`src/rtl/adder_multiword_seq_pkg.sv`:
```
// Shared types and reset constants for the multi-word sequential adder.
// Optional feature macro: ADDER_MULTIWORD_SUB_EN (adds subtract mode).
package adder_seq_pkg;

    typedef enum logic [1:0] {
        IDLE = 2'd0,
        CALC = 2'd1,
        DONE = 2'd2
    } state_t;

    localparam state_t RST_STATE = IDLE;
    localparam logic   RST_READY = 1'b1;
    localparam logic   RST_VALID = 1'b0;
    localparam logic   RST_BUSY  = 1'b0;
    localparam logic   RST_CRY   = 1'b0;

endpackage

```
`src/rtl/adder_multiword_seq_if.sv`:
```
// Operand/result handshake bundle for adder_multiword_seq.
// Optional feature macro: ADDER_MULTIWORD_SUB_EN (adds i_sub).
interface adder_multiword_seq_if #(
    parameter int unsigned DATA_WIDTH = 8,
    parameter int unsigned WORD_NUM   = 4
);
    localparam int unsigned TOTAL_WIDTH = DATA_WIDTH * WORD_NUM;

    logic                   i_valid;
    logic                   o_ready;
    logic [TOTAL_WIDTH-1:0] i_num_a;
    logic [TOTAL_WIDTH-1:0] i_num_b;
    logic                   i_cry;
`ifdef ADDER_MULTIWORD_SUB_EN
    logic                   i_sub;
`endif
    logic                   o_valid;
    logic                   i_ready;
    logic [TOTAL_WIDTH-1:0] o_res;
    logic                   o_cry;
    logic                   o_busy;

    // Adder side
    modport slave (
        input  i_valid, i_num_a, i_num_b, i_cry, i_ready,
`ifdef ADDER_MULTIWORD_SUB_EN
        input  i_sub,
`endif
        output o_ready, o_valid, o_res, o_cry, o_busy
    );

    // Operand source / result consumer side
    modport master (
        output i_valid, i_num_a, i_num_b, i_cry, i_ready,
`ifdef ADDER_MULTIWORD_SUB_EN
        output i_sub,
`endif
        input  o_ready, o_valid, o_res, o_cry, o_busy
    );

endinterface

```
`src/rtl/adder_multiword_seq_slice_step.sv`:
```
// Combinational DATA_WIDTH slice adder built from 4-bit carry-lookahead cells.
module adder_slice_step #(
    parameter int unsigned DATA_WIDTH = 8
) (
    input  logic [DATA_WIDTH-1:0] i_a,
    input  logic [DATA_WIDTH-1:0] i_b,
    input  logic                  i_cry,
    output logic [DATA_WIDTH-1:0] o_sum_c,
    output logic                  o_cry_c
);
    localparam int unsigned CELL_NUM = DATA_WIDTH / 4;

    logic [CELL_NUM:0] w_cry;

    assign w_cry[0] = i_cry;
    assign o_cry_c  = w_cry[CELL_NUM];

    // One lookahead cell per nibble; cells chain through w_cry
    for (genvar gi = 0; gi < CELL_NUM; gi++) begin : g_cell
        logic [3:0] w_g;
        logic [3:0] w_p;
        logic [4:0] w_c;

        assign w_g    = i_a[gi*4 +: 4] & i_b[gi*4 +: 4];
        assign w_p    = i_a[gi*4 +: 4] ^ i_b[gi*4 +: 4];
        assign w_c[0] = w_cry[gi];
        assign w_c[1] = w_g[0] | (w_p[0] & w_c[0]);
        assign w_c[2] = w_g[1] | (w_p[1] & w_g[0]) | (w_p[1] & w_p[0] & w_c[0]);
        assign w_c[3] = w_g[2] | (w_p[2] & w_g[1]) | (w_p[2] & w_p[1] & w_g[0])
                      | (w_p[2] & w_p[1] & w_p[0] & w_c[0]);
        assign w_c[4] = w_g[3] | (w_p[3] & w_g[2]) | (w_p[3] & w_p[2] & w_g[1])
                      | (w_p[3] & w_p[2] & w_p[1] & w_g[0])
                      | (w_p[3] & w_p[2] & w_p[1] & w_p[0] & w_c[0]);

        assign o_sum_c[gi*4 +: 4] = w_p ^ w_c[3:0];
        assign w_cry[gi+1]        = w_c[4];
    end

endmodule

```
`src/rtl/adder_multiword_seq.sv`:
```
// Multi-cycle wide adder: one DATA_WIDTH slice per clock, carry kept in a register.
// Optional feature macro: ADDER_MULTIWORD_SUB_EN (a - b - borrow via i_sub).
module adder_multiword_seq
    import adder_seq_pkg::*;
#(
    parameter int unsigned DATA_WIDTH = 8,
    parameter int unsigned WORD_NUM   = 4
) (
    input  logic                 i_clk,
    input  logic                 i_rst,
    adder_multiword_seq_if.slave bus
);
    localparam int unsigned TOTAL_WIDTH = DATA_WIDTH * WORD_NUM;
    localparam int unsigned IDX_W       = $clog2(WORD_NUM);
    localparam logic [IDX_W-1:0] LAST_IDX = IDX_W'(WORD_NUM - 1);

    state_t                 r_state;
    logic [IDX_W-1:0]       r_idx;
    logic                   r_cry;
    logic [TOTAL_WIDTH-1:0] r_a;
    logic [TOTAL_WIDTH-1:0] r_b;
    logic [TOTAL_WIDTH-1:0] r_res;
    logic                   r_cry_out;
    logic                   r_valid;
    logic                   r_ready;
    logic                   r_busy;
`ifdef ADDER_MULTIWORD_SUB_EN
    logic                   r_sub;
`endif

    logic [DATA_WIDTH-1:0]  w_a_slice;
    logic [DATA_WIDTH-1:0]  w_b_slice;
    logic [DATA_WIDTH-1:0]  w_sum;
    logic                   w_slice_cry;

    // Select the operand slice addressed by the index; invert b when subtracting
    assign w_a_slice = r_a[r_idx*DATA_WIDTH +: DATA_WIDTH];
`ifdef ADDER_MULTIWORD_SUB_EN
    assign w_b_slice = r_b[r_idx*DATA_WIDTH +: DATA_WIDTH] ^ {DATA_WIDTH{r_sub}};
`else
    assign w_b_slice = r_b[r_idx*DATA_WIDTH +: DATA_WIDTH];
`endif

    adder_slice_step #(
        .DATA_WIDTH (DATA_WIDTH)
    ) u_slice (
        .i_a     (w_a_slice),
        .i_b     (w_b_slice),
        .i_cry   (r_cry),
        .o_sum_c (w_sum),
        .o_cry_c (w_slice_cry)
    );

    assign bus.o_ready = r_ready;
    assign bus.o_valid = r_valid;
    assign bus.o_busy  = r_busy;
    assign bus.o_res   = r_res;
    assign bus.o_cry   = r_cry_out;

    // Control FSM with index counter, carry register and registered outputs
    always_ff @(posedge i_clk) begin
        if (i_rst) begin
            r_state   <= RST_STATE;
            r_idx     <= '0;
            r_cry     <= RST_CRY;
            r_a       <= '0;
            r_b       <= '0;
            r_res     <= '0;
            r_cry_out <= RST_CRY;
            r_valid   <= RST_VALID;
            r_ready   <= RST_READY;
            r_busy    <= RST_BUSY;
`ifdef ADDER_MULTIWORD_SUB_EN
            r_sub     <= 1'b0;
`endif
        end else begin
            case (r_state)
                IDLE: begin
                    if (bus.i_valid) begin
                        r_a       <= bus.i_num_a;
                        r_b       <= bus.i_num_b;
`ifdef ADDER_MULTIWORD_SUB_EN
                        r_sub     <= bus.i_sub;
                        r_cry     <= bus.i_sub ? ~bus.i_cry : bus.i_cry;
`else
                        r_cry     <= bus.i_cry;
`endif
                        r_res     <= '0;
                        r_cry_out <= 1'b0;
                        r_idx     <= '0;
                        r_ready   <= 1'b0;
                        r_busy    <= 1'b1;
                        r_state   <= CALC;
                    end
                end
                CALC: begin
                    r_res[r_idx*DATA_WIDTH +: DATA_WIDTH] <= w_sum;
                    r_cry <= w_slice_cry;
                    if (r_idx == LAST_IDX) begin
                        r_cry_out <= w_slice_cry;
                        r_idx     <= '0;
                        r_busy    <= 1'b0;
                        r_valid   <= 1'b1;
                        r_state   <= DONE;
                    end else begin
                        r_idx <= r_idx + IDX_W'(1);
                    end
                end
                DONE: begin
                    if (bus.i_ready) begin
                        r_valid <= 1'b0;
                        r_ready <= 1'b1;
                        r_state <= IDLE;
                    end
                end
                default: begin
                    r_state <= IDLE;
                    r_valid <= RST_VALID;
                    r_ready <= RST_READY;
                    r_busy  <= RST_BUSY;
                end
            endcase
        end
    end

endmodule

```
`src/flat_wrapper.sv`:
```
// flat-port wrapper written by rule: the top's interface ports become plain ports
module adder_multiword_seq_flat import adder_seq_pkg::*;
#(
    parameter int unsigned DATA_WIDTH = 8,
    parameter int unsigned WORD_NUM   = 4
)
  (i_clk, i_rst, bus_i_valid, bus_i_num_a, bus_i_num_b, bus_i_cry, bus_i_ready, bus_o_ready, bus_o_valid, bus_o_res, bus_o_cry, bus_o_busy);
  adder_multiword_seq_if #(.DATA_WIDTH(DATA_WIDTH), .WORD_NUM(WORD_NUM)) bus_i ();
  input  logic i_clk;
  input  logic i_rst;
  input wire logic [$bits(bus_i.i_valid)-1:0] bus_i_valid;
  input wire logic [$bits(bus_i.i_num_a)-1:0] bus_i_num_a;
  input wire logic [$bits(bus_i.i_num_b)-1:0] bus_i_num_b;
  input wire logic [$bits(bus_i.i_cry)-1:0] bus_i_cry;
  input wire logic [$bits(bus_i.i_ready)-1:0] bus_i_ready;
  output wire logic [$bits(bus_i.o_ready)-1:0] bus_o_ready;
  output wire logic [$bits(bus_i.o_valid)-1:0] bus_o_valid;
  output wire logic [$bits(bus_i.o_res)-1:0] bus_o_res;
  output wire logic [$bits(bus_i.o_cry)-1:0] bus_o_cry;
  output wire logic [$bits(bus_i.o_busy)-1:0] bus_o_busy;
  assign bus_i.i_valid = bus_i_valid;
  assign bus_i.i_num_a = bus_i_num_a;
  assign bus_i.i_num_b = bus_i_num_b;
  assign bus_i.i_cry = bus_i_cry;
  assign bus_i.i_ready = bus_i_ready;
  assign bus_o_ready = bus_i.o_ready;
  assign bus_o_valid = bus_i.o_valid;
  assign bus_o_res = bus_i.o_res;
  assign bus_o_cry = bus_i.o_cry;
  assign bus_o_busy = bus_i.o_busy;
  adder_multiword_seq #(.DATA_WIDTH(DATA_WIDTH), .WORD_NUM(WORD_NUM)) u_core (.i_clk(i_clk), .i_rst(i_rst), .bus(bus_i));
endmodule
```
`config.mk`:
```
export PLATFORM = sky130hd
export DESIGN_NAME = adder_multiword_seq_flat
export DESIGN_NICKNAME = d
export VERILOG_FILES = /design/src/rtl/adder_multiword_seq_pkg.sv /design/src/rtl/adder_multiword_seq_if.sv /design/src/rtl/adder_multiword_seq_slice_step.sv /design/src/rtl/adder_multiword_seq.sv /design/src/flat_wrapper.sv
export SDC_FILE = /design/constraint.sdc
export NUM_CORES = 1
export LEC_CHECK = 0
export BUFFER_PORTS_ARGS = -buffer_cell sky130_fd_sc_hd__buf_2
export CORE_MARGIN = 2
export CORE_UTILIZATION = 40
export CTS_BUF_LIST = sky130_fd_sc_hd__clkbuf_16
export DETAILED_ROUTE_END_ITERATION = 16
export PLACE_DENSITY = 0.76
export SLEW_MARGIN = 20
export SYNTH_ARGS = -nofsm -noshare
export SYNTH_HDL_FRONTEND = slang
export SYNTH_SLANG_ARGS = --single-unit
```
`constraint.sdc`:
```
create_clock -name i_clk -period 3 [get_ports i_clk]
set_clock_uncertainty 0.1 [all_clocks]
set_input_delay 0.6 -clock i_clk [delete_from_list [all_inputs] [get_ports i_clk]]
set_output_delay 0.6 -clock i_clk [all_outputs]
set_load 0.02 [all_outputs]
```
; ---- After elaboration in Yosys (flattened, before gate mapping)
; Index checks and enable logic that the tools add are counted.
; Widths: inputs -> output; s select.
[op_classes]
n_reduce_logical = 9
n_eq_ne = 6
muxes = 23
n_bitwise = 61
n_addsub = 2
n_shift = 4
[ops]
columns = op, n
row1 = $pmux 32 s2, 1
row2 = $shiftx 32x6->8, 2
row3 = $neg 5->34, 1
row4 = $shift 8x34->32 const A, 1
row5 = $shiftx 8x34->32, 1
row6 = $and 1x1->1, 32
row7 = $bwmux 32, 1
row8 = $mux 32, 1
row9 = $or 1x1->1, 20
row10 = $xor 4x4->4, 4
row11 = $reduce_and 3->1, 5
row12 = $mux 2, 5
row13 = $pmux 1 s3, 3
row14 = $and 4x4->4, 2
row15 = $mux 1, 8
row16 = $pmux 2 s3, 1
row17 = $eq 2x2->1 const B, 2
row18 = $ne 2x2->1 const B, 2
row19 = $pmux 1 s2, 2
row20 = $pmux 2 s2, 1
row21 = $reduce_and 2->1, 2
row22 = $not 1->1, 3
row23 = $add 2x1->2 const B, 1
row24 = $eq 2x1->1 const B, 1
row25 = other kinds (3), 3
[totals]
input_bits = 69
regBits = 105
output_inout_bits = 36

; ---- Depth between registers and ports, before layout
[depth]
word_depth = 13
mapped_depth = 11
mapped_depth_nobuf = 9

; ---- Cells and area by module
; A second synthesis with hierarchy kept.
[hier_totals]
hier_cells = 483
hier_area_um2 = 4466.8
[modules_own_cells]
columns = module, instances, seq_area_each_um2, cells_each, area_each_um2
row1 = adder_multiword_seq, 1, 2102.0, 442, 4139.0
row2 = adder_slice_step, 1, 0.0, 41, 327.8

; ---- Least setup slack after synthesis
; OpenSTA, ideal clock, no wires.
[synth_timing]
path_type = register to register
startpoint = register u_core.r_idx[0]
endpoint = register u_core.r_res[5], in the netlist u_core.bus.o_res[5]
t_required_ns = 2.783
setup_slack_ns = -0.229
setup_ns = 0.117
period_less_slack_ns = 3.229
stages_incl_launch_ff = 11
t_arrival_ns = 3.012
cell_sequence = dfxtp_1 buf_2 mux4_2 ha_1 a21o_1 o2bb2ai_2 or2_2 fa_1 xor2_1 a22oi_1 nor2_1
[synth_between]
elab_chain_cells = 13
[synth_lines]
columns = item, line
row1 = from (decl), adder_multiword_seq.sv:18  ; logic [IDX_W-1:0] r_idx;
row2 = from (signal assigned), adder_multiword_seq.sv:106  ; r_idx <= r_idx + IDX_W'(1);
row3 = $shiftx 32x6->8 (on tied branches), "adder_multiword_seq.sv:37, adder_multiword_seq.sv:41"
row4 = $xor 4x4->4 / $and 4x4->4 (equally long branches), "adder_multiword_seq_slice_step.sv:25, adder_multiword_seq_slice_step.sv:24"
row5 = $and 1x1->1 (on tied branches), "adder_multiword_seq_slice_step.sv:31, adder_multiword_seq_slice_step.sv:32, adder_multiword_seq_slice_step.sv:33"
row6 = $or 1x1->1 (tied with other cells) (2 in a row), adder_multiword_seq_slice_step.sv:31  ; assign w_c[4] = w_g[3] | (w_p[3] & w_g[2]) | (w_p[3] & w_p[2] & w_g[1])
row7 = $or 1x1->1 / $and 1x1->1 (equally long branches), "adder_multiword_seq_slice_step.sv:32, adder_multiword_seq_slice_step.sv:33"
row8 = $or 1x1->1, adder_multiword_seq_slice_step.sv:33  ; | (w_p[3] & w_p[2] & w_p[1] & w_p[0] & w_c[0]);
row9 = $and 1x1->1 (on tied branches), "adder_multiword_seq_slice_step.sv:27, adder_multiword_seq_slice_step.sv:28, adder_multiword_seq_slice_step.sv:30"
row10 = $or 1x1->1 (on tied branches), "adder_multiword_seq_slice_step.sv:27, adder_multiword_seq_slice_step.sv:28, adder_multiword_seq_slice_step.sv:30"
row11 = $xor 4x4->4, adder_multiword_seq_slice_step.sv:35  ; assign o_sum_c[gi*4 +: 4] = w_p ^ w_c[3:0];
row12 = $shiftx 8x34->32, adder_multiword_seq.sv:97  ; r_res[r_idx*DATA_WIDTH +: DATA_WIDTH] <= w_sum;
row13 = $bwmux 32 *, adder_multiword_seq.sv:97
row14 = $pmux 32 s2 *, adder_multiword_seq.sv:77  ; case (r_state)
row15 = "to (signal, indexed assignment)", adder_multiword_seq.sv:97
row16 = to (decl), adder_multiword_seq.sv:22  ; logic [TOTAL_WIDTH-1:0] r_res;
; Every way passes the cells marked *; elsewhere a longest branch is shown, timed or not.
; A chain may end at the register's enable or synchronous reset.

; ---- Worst setup path in the final report
; Same ends and word-level chain as after synthesis.

==> flow_summary.json <==
{
  "grt_max_degree": 66,
  "syn_avg_cell_area_um2": 8.83,
  "route.vias.total": 4080,
  "core_area_mm2": 0.0113,
  "cp.buffers_inverters": 0,
  "num_rows": 39,
  "first_pass_iters": 4,
  "hp-class": "flop to flop",
  "chipWidth_um": 111,
  "nets": 699,
  "antenna_cells": 0,
  "maxCapViolCount": 0,
  "pwr_density_cell_mw_per_mm2": 538,
  "synth_nets": 603,
  "dieArea_mm2": 0.0124,
  "cts-htree-levels": 3,
  "vias_per_cell": 5.34,
  "cts_root_buf": "clkbuf_16",
  "netlist_instances": 520,
  "clk_path_buf_depth": 2,
  "grt_pass1_vias": 3974,
  "finalHoldViolations": 0,
  "cp_top_family": "adder cells",
  "irDropWorstVdd_uv": 310,
  "post-route-min-period_ns": 2.92,
  "clkLatencyLatePin_ns": 0.34,
  "max_stage_delay_ns": 0.53,
  "grt_pass1_wl_um": 18900,
  "cpMaxStageDelayCell": "mux4_2",
  "wl_um": 11900,
  "ys_top_cells_by_count": "nand2_1, dfxtp_1, a21oi_1",
  "wl_per_cell_um": 15.6,
  "synthDistinctLibCells": 45,
  "yosys_warnings": 0,
  "fillCellCount": 1084,
  "period_share_pct": 97.5,
  "route.detailed.drc": 0,
  "leakagePower_nw": 2.35,
  "yosysMostFrequentCell": "nand2_1",
  "die_h_um": 111,
  "crit_arrival_ns": 3.05,
  "path_cells": "mux4_2 > ha_1 > a21oi_1 > o2bb2ai_2 > or2_4 > fa_2 > xor2_4 > a22oi_2 > nor2_1",
  "path_class": "flop to flop",
  "placed_area_mm2": 0.00525,
  "ys.flop_type": "dfxtp_1",
  "required_ns": 3.13,
  "slew_viol_final": 0,
  "place.gp.congestion": 0.831,
  "startpoint_type": "flop",
  "grt_overflow": 0,
  "seq_area_frac_synth_pct": 45.8,
  "rsz0062_at_grt": "true",
  "outcome": "finished, final reports clean",
  "grt_use_total_pct": 18.8,
  "antenna_found_initial": 0,
  "yosys.area.top_type": "dfxtp_1",
  "synth-seq-cells": 105,
  "cts_buffers": 9,
  "design_area_mm2": 0.00562,
  "power_mw": 3.03,
  "syn_area_mm2": 0.00459,
  "initial_core_util_pct": 40.6,
  "max_freq_ghz": 0.342,
  "numClockSinks": 105,
  "path_clk_slew_ns": 0.07,
  "drt_iter0_drc": 294,
  "setup-violations-final": 0,
  "drive_gt1_share_pct": 27.9,
  "yosys.area.top_type_share_pct": 45.8,
  "slew_headroom_pct": 60.3,
  "io_buffers": 104,
  "syn_to_final_growth_pct": 22.4,
  "cts_tree": "done",
  "cp_max_fo": 7,
  "synth_edf_count": 0,
  "yosys-top-cells-area": "dfxtp_1, nand2_1, a21oi_1",
  "place_hpwl_um": 8520,
  "tightest_slew_ns": 0.596,
  "final_antenna_net_count": 0,
  "pin_count": 105,
  "endpoint_kind": "flop",
  "synthArstFlopShare_pct": 0
}
-- per-layer routing --
metal	up-vias	global-route usage, %	share of wire, %
li1	1986	-	-
met1	1939	23.1	43
met2	132	32.0	49
met3	23	4.05	5.4
met4	0	7.41	2.7
met5	-	0	0
-- layout by cell type (no fill, tap or decap), types with 2 or more instances in the layout --
cell and count:
nand2_1 144, dfxtp_1 104, buf_2 103, a21oi_1 75, nor2_1 30, a22oi_1 18
mux4_2 16, buf_4 16, clkbuf_16 9, inv_1 8, ha_1 8, a21o_1 7
nor2b_1 6, nand2b_1 5, o21ai_1 5, nand3_1 4, a22o_1 4, o21ai_0 4
and3_1 3, a31oi_1 3, ha_4 3, nand2b_2 2, xor2_1 2, nor3b_1 2
nand3b_1 2, nor3_1 2, a22oi_2 2, a2111oi_0 2, o32a_1 2, clkinv_4 2
-- flip-flops by register name, indices dropped and copies added (netlist names) --
name                cells
u_core.bus.o_valid      1
u_core.bus.o_busy       1
u_core.bus.o_res       32
u_core.r_b             32
u_core.bus.o_cry        1
u_core.r_a             32
u_core.r_state          2
u_core.bus.o_ready      1
u_core.r_idx            2
u_core.r_cry            1
-- per-stage QoR --
stage | TNS, ns | setup slack [ns] | cells | util [%] | hold WS, ns
after floorplan | 0 | 0.0231 | 520 | - | 0.333
after global placement | 0 | 0.0528 | 745 | 46.3 | 0.335
after detailed placement | -0.221 | -0.0831 | 745 | 46.3 | 0.347
after CTS | 0 | 0.0143 | 764 | 49.1 | 0.356
after global routing | -0.0166 | -0.0130 | 764 | 49.7 | 0.378
final | 0 | 0.0759 | 764 | 49.7 | 0.353
-- power breakdown --
part	switching, mW	internal [mW]	leakage (nW)
Combinational	0.256	0.190	1.35
Sequential	0.0425	1.45	0.858
Clock	0.523	0.562	0.135
-- worst reg2reg max path, delay by kind of cell (launching register included) --
kind                       cells  cell delay (ns)
and+or+nand+nor                2             0.31
muxes                          1             0.54
xor gates and xnor gates       1             0.18
adders and majority gates      2             0.77
DFF                            1             0.42
AOI/OAI and AO/OA              3             0.50
-- cell families (layout without fill, tap and decap cells) --
logic type                 Yosys count  count (layout)  share of synthesized area [%]
and+or+nand+nor                    210             210                           20.0
AOI/OAI and AO/OA                  128             128                           16.9
DFF                                105             105                           45.8
buffers and inverters               43             144                           4.49
muxes                               16              16                           7.85
adders and majority gates           14              14                           4.14
xor gates and xnor gates             4               4                          0.763
-- what timing repair did --
item,in CTS,in global routing
setup endpoints to repair,4,15
pin swaps,2,6
buffers inserted,3,1
gates resized for setup,5,10
hold buffers,0,0
-- worst paths after layout --
check	cells after the start	slack [ns]	from	to
worst max register to register	9	0.08	u_core.r_idx[0]	u_core.bus.o_res[5]
worst max-delay path	9	0.08	u_core.r_idx[0]	u_core.bus.o_res[5]
worst min-delay path	2	0.35	u_core.r_a[23]	u_core.r_a[23]
worst min register to register	2	0.35	u_core.r_a[23]	u_core.r_a[23]
-- final cells by class --
class / count / area, µm² / share of cell area, %
Sequential cell: 105 / 2110 / 37.4
Clock buffer: 9 / 225 / 4.00
Inverter: 7 / 26.3 / 0.467
Tap cell: 143 / 179 / 3.18
Timing Repair Buffer: 121 / 667 / 11.9
Clock inverter: 7 / 46.3 / 0.823
Multi-Input combinational cell: 372 / 2370 / 42.2
Power figures use the tool's default switching activity.
